--- config.mk ---
export PLATFORM = sky130hd
export DESIGN_NAME = btn_event_decoder
export DESIGN_NICKNAME = d
export VERILOG_FILES = /design/src/rtl/btn_event_decoder.sv
export SDC_FILE = /design/constraint.sdc
export NUM_CORES = 1
export LEC_CHECK = 0
export CAP_MARGIN = 20
export CELL_PAD_IN_SITES_DETAIL_PLACEMENT = 0
export CELL_PAD_IN_SITES_GLOBAL_PLACEMENT = 1
export CORE_ASPECT_RATIO = 1.4
export CORE_UTILIZATION = 45
export DETAILED_ROUTE_END_ITERATION = 8
export PLACE_DENSITY_LB_ADDON = 0.1
export SYNTH_ARGS = -nofsm -noshare
export SYNTH_HDL_FRONTEND = slang
export SYNTH_SLANG_ARGS = --single-unit
--- constraint.sdc ---
create_clock -name clk -period 6.04 [get_ports clk]
set_clock_uncertainty 0.2 [all_clocks]
set_input_delay 1.51 -clock clk [delete_from_list [all_inputs] [get_ports clk]]
set_output_delay 1.51 -clock clk [all_outputs]
set_load 0.1 [all_outputs]
--- src/rtl/btn_event_decoder.sv ---
`default_nettype none
// ============================================================================
// Module      : btn_event_decoder
// Description : Classifies a debounced button level into one-cycle events
//               (press, release, click, double click, long press) plus a
//               held level. One instance per button, directly downstream of
//               the debouncer.
// Revision    : 1.0 - initial release
// ----------------------------------------------------------------------------
// Ports
//   clk          in   1  system clock, rising edge
//   rst          in   1  asynchronous reset, active-low (release must be
//                        synchronised to clk upstream)
//   btn_in       in   1  debounced level, 1 = pressed, synchronous to clk
//   press        out  1  1-cycle pulse per 0->1 of the button
//   release_evt  out  1  1-cycle pulse per 1->0 of the button
//   click        out  1  1-cycle pulse, single short press confirmed
//   dclick       out  1  1-cycle pulse, second short press released
//   long_press   out  1  1-cycle pulse when a hold reaches LONG_CYCLES
//   held         out  1  level, high while in the LONG state
// ============================================================================
module btn_event_decoder #(
  parameter int LONG_CYCLES   = 1000,
  parameter int DCLICK_CYCLES = 200,
  parameter int CNT_W         = 16
) (
  input  logic clk,
  input  logic rst,
  input  logic btn_in,
  output logic press,
  // "release" is a reserved word in SystemVerilog, hence the suffix.
  output logic release_evt,
  output logic click,
  output logic dclick,
  output logic long_press,
  output logic held
);

  localparam logic [2:0] c_idle  = 3'd0;
  localparam logic [2:0] c_down1 = 3'd1;
  localparam logic [2:0] c_wait2 = 3'd2;
  localparam logic [2:0] c_down2 = 3'd3;
  localparam logic [2:0] c_long  = 3'd4;

  localparam logic [CNT_W-1:0] c_long_last   = CNT_W'(LONG_CYCLES - 1);
  localparam logic [CNT_W-1:0] c_dclick_last = CNT_W'(DCLICK_CYCLES - 1);
  localparam logic [CNT_W-1:0] c_cnt_one     = CNT_W'(1);

  logic [2:0]       state_q, state_d;
  logic [CNT_W-1:0] cnt_q, cnt_d;
  logic             btn_q;
  logic             press_q, press_d;
  logic             release_q, release_d;
  logic             click_q, click_d;
  logic             dclick_q, dclick_d;
  logic             long_q, long_d;
  logic             held_q, held_d;

  // State register, counter, input stage and output registers.
  always_ff @(posedge clk or negedge rst) begin
    if (!rst) begin
      state_q   <= c_idle;
      cnt_q     <= '0;
      btn_q     <= 1'b0;
      press_q   <= 1'b0;
      release_q <= 1'b0;
      click_q   <= 1'b0;
      dclick_q  <= 1'b0;
      long_q    <= 1'b0;
      held_q    <= 1'b0;
    end else begin
      state_q   <= state_d;
      cnt_q     <= cnt_d;
      btn_q     <= btn_in;
      press_q   <= press_d;
      release_q <= release_d;
      click_q   <= click_d;
      dclick_q  <= dclick_d;
      long_q    <= long_d;
      held_q    <= held_d;
    end
  end

  // Next-state logic. Level changes are tested before the counter limits so
  // that a press beats window expiry and a release beats the long threshold.
  always_comb begin
    state_d = state_q;
    case (state_q)
      c_idle:  if (btn_q) state_d = c_down1;
      c_down1: begin
        if (!btn_q)                    state_d = c_wait2;
        else if (cnt_q == c_long_last) state_d = c_long;
      end
      c_wait2: begin
        if (btn_q)                        state_d = c_down2;
        else if (cnt_q == c_dclick_last) state_d = c_idle;
      end
      c_down2: begin
        if (!btn_q)                    state_d = c_idle;
        else if (cnt_q == c_long_last) state_d = c_long;
      end
      c_long:  if (!btn_q) state_d = c_idle;
      default: state_d = c_idle;
    endcase

    // Counter restarts on every state change, otherwise saturates.
    if (state_d != state_q) cnt_d = '0;
    else if (&cnt_q)        cnt_d = cnt_q;
    else                    cnt_d = cnt_q + c_cnt_one;
  end

  // Output logic: event pulses are decoded from the transition being taken
  // and registered, so every output is a flop.
  always_comb begin
    press_d   = 1'b0;
    release_d = 1'b0;
    click_d   = 1'b0;
    dclick_d  = 1'b0;
    long_d    = 1'b0;
    case (state_q)
      c_idle:  press_d = btn_q;
      c_down1: begin
        release_d = !btn_q;
        long_d    = btn_q && (cnt_q == c_long_last);
      end
      c_wait2: begin
        press_d = btn_q;
        click_d = !btn_q && (cnt_q == c_dclick_last);
      end
      c_down2: begin
        release_d = !btn_q;
        dclick_d  = !btn_q;
        long_d    = btn_q && (cnt_q == c_long_last);
      end
      c_long:  release_d = !btn_q;
      default: ;
    endcase
    held_d = (state_d == c_long);
  end

  assign press       = press_q;
  assign release_evt = release_q;
  assign click       = click_q;
  assign dclick      = dclick_q;
  assign long_press  = long_q;
  assign held        = held_q;

endmodule
`default_nettype wire

==> impl_metrics.toml <==
[detailed_routing]
drc = 0
totalWireLength_um = 3088
wl_per_cell_um = 16.51
vias_per_cell = 6.112
ant_nets = 0
firstDrtPassIters = 4
vias = 1143
drt_first_iter_violations = 25

[critical_path]
worstSetupStartpoint = "release_evt$_DFF_PN0_"
worst-path-buf-inv = 1
critPathMaxFanout = 1
critical_path_class = "register to primary output"
reg2reg_to = "cnt_q[11]$_DFFE_PN0P_"
reg2reg_slack_ps = 3580
critPathRequiredTime_ps = 4330
critical-path-top-delay-family = "buffers and inverters"
crit_chain = "clkdlybuf4s50_1"
end_kind = "primary output"
cp.arrival_ps = 1750
crit_path_start_kind = "register"
ff2ff_path_depth = 5
reg2reg_from = "cnt_q[0]$_DFFE_PN0P_"
crit_cells = 1
crit_slowest_cell = "clkdlybuf4s50_1"
endpoint = "release_evt"
cp_slowest_stage_delay_ps = 1140

[placed_design]
place_inst = 183
port_buffers = 8
dp.final_hpwl_um = 2239
routabilityCongestion = 0.7296

[yosys]
yosys.area_share.adder_pct = 0.8278
synth_ff_type = "dfrtp_1"
ys_types = 42
synth_area_um2 = 1511
synth_warnings = 0
synth_seq_area_share_pct = 43.05
muxShareOfSynthArea_pct = 1.325
yosys.area_share.simple_pct = 28.06
synth-seq-cells = 26
synthXorXnorAreaFrac_pct = 1.159
synth_compound_area_share_pct = 20.12
synth_top_family_by_area = "simple AND/OR/NAND/NOR gates"
synth_edf_count = 0
synth.avg_cell_area_um2 = 10.64
synth_nets = 146
ys_async_sr_fraction_pct = 100.0
syn_inst = 142

[clock_tree]
ctsRootBufferMaster = "clkbuf_8"
post_cts_buffers = 0
clk_pin_slew_worst_paths_ps = 90
cts-resized-gates = 0
cts_tree = "built"
cts_max_level = 1
clock_sinks = 26
worstSkewPairLatency_ps = 270
ctsHoldBuffers = 0
cts_buffers = 3
clockBufferDepth = 2

[floorplanning]
coreArea_um2 = 3153
die_w_um = 50.98
fp.dieH_um = 70.57
dieArea_um2 = 3598
placementRows = 24
num_io_pins = 9
start_util_pct = 47.94

[sta]
rsz0062_at_grt = "false"
finalCritPeriodShare_pct = 57.33
tightestPinTransition_ps = 986.2
max_slew_margin_pct = 33.70
fmax_mhz = 288.8
fin_setup_tns_ps = 0
setup_viol = 0
finalHoldViolCount = 0
min_period_ps = 3463
maxSlewViolCount = 0

[cells_and_area]
areaGrowthSynthToFinish_pct = 8.692
n_antenna_cell = 0
final_cells = 187
drive_above_1_share_pct = 16.89
nets = 153

[worst_hold_path]
holdCritPathClass = "register to register"
min_delay_path_depth = 1

[grt]
grt_max_degree = 27
antenna_found_initial = 0
overflow = 0
grt_pass1_wl_um = 5250
grt_pass1_vias = 1072
grt_usage_pct = 19.55

[pwr]
pwr_density_cell_nw_per_um2 = 222.6
ir_worst_vdd_mv = 0.1666
p_leak_uw = 0.0006144
fin_total_pwr_uw = 365.6

[run]
maxCapViolCount = 0

[run_status]
outcome = "finished, final reports clean"
## through the flow
step	hold WS [ps]	area, um2	util (%)	worst slack (ps)
6_report	356.4	1643	52.10	2577
5_1_grt	396.1	1643	52.10	2528
4_1_cts	357.9	1643	52.10	2557
3_5_place_dp	345.1	1588	50.36	2875
3_3_place_gp	339.8	1588	50.36	2899
2_1_floorplan	287.1	1511	-	3447
## synthesized netlist by cell type, types with 2 or more instances
library cell | number | area, um2
a211oi_1 | 5 | 37.54
nor3_1 | 9 | 45.04
nand2_1 | 9 | 33.78
and4b_1 | 2 | 20.02
inv_1 | 6 | 22.52
nand2b_1 | 3 | 18.77
a21oi_2 | 3 | 26.28
a21oi_1 | 4 | 20.02
o21ai_0 | 5 | 25.02
or3_1 | 4 | 25.02
dfrtp_1 | 26 | 650.6
nor4_1 | 3 | 18.77
and4bb_4 | 2 | 32.53
mux2i_1 | 2 | 20.02
clkbuf_1 | 2 | 7.510
buf_6 | 2 | 22.52
and3_1 | 2 | 12.51
a31oi_1 | 3 | 18.77
nor2_1 | 6 | 22.52
a22oi_2 | 7 | 87.58
o31ai_1 | 3 | 22.52
buf_2 | 2 | 10.01
a221oi_2 | 2 | 30.03
or4_1 | 4 | 30.03
nand4_1 | 5 | 31.28
nand3_1 | 5 | 25.02
## metal layers
metal	global-route usage, %	routed length (um)	up-vias
met5	0	0	-
met4	6.481	39	0
met3	2.796	45	4
met2	33.92	1674	9
met1	24.41	1330	574
li1	-	-	556
## cells in the final DEF (no fill, tap or decap), types with 2 or more instances in the layout
cell type and count:
nand4_1 5, mux2i_1 2, and4b_1 2, nor2_1 6
a31oi_1 3, o31ai_1 3, nand3_1 5, a221oi_2 2
nor4_1 3, and3_1 2, dfrtp_1 26, nand2_1 9
and4bb_4 2, a211oi_1 5, a22oi_2 7, clkdlybuf4s50_1 8
inv_1 6, nand2b_1 3, clkbuf_8 4, a21oi_2 3
or3_1 4, or4_1 4, o21ai_0 5, nor3_1 9
a21oi_1 4
## registers in the layout, indices dropped and copies added (netlist names)
register / flops
state_q: 3
press: 1
click: 1
dclick: 1
long_press: 1
held: 1
cnt_q: 16
btn_q: 1
release_evt: 1
## cells by family after synthesis
group,count (synthesis)
fa+ha+maj,1
xor+xnor,2
mux,2
buf+inv,13
simple gates,63
flops,26
compound gates,35
## worst min-delay path by stage
stage | from | slack, ps | endpoint
3_3_place_gp | cnt_q[14]$_DFFE_PN0P_ | 340 | cnt_q[14]$_DFFE_PN0P_
6_report | cnt_q[14]$_DFFE_PN0P_ | 360 | cnt_q[14]$_DFFE_PN0P_
4_1_cts | cnt_q[14]$_DFFE_PN0P_ | 360 | cnt_q[14]$_DFFE_PN0P_
2_1_floorplan | btn_q$_DFF_PN0_ | 290 | release_evt$_DFF_PN0_
3_5_place_dp | cnt_q[14]$_DFFE_PN0P_ | 350 | cnt_q[14]$_DFFE_PN0P_
5_1_grt | cnt_q[14]$_DFFE_PN0P_ | 400 | cnt_q[14]$_DFFE_PN0P_
## area by class of cell
cell class	count	area, um2
Multi-Input combinational cell	103	778.2
Fill cell	314	1510
Tap cell	39	48.80
Clock buffer	4	55.05
Inverter	6	22.52
Sequential cell	26	650.6
Timing Repair Buffer	9	87.58
## where the power goes
part	internal, uW	switching [uW]	leakage [uW]
Combinational	17.9	42.8	0.000232
Sequential	182	10.1	0.000353
Clock	58.3	54.2	0.0000288
Total	259	107	0.000614
Note: power is estimated with default switching activity, not from simulation.
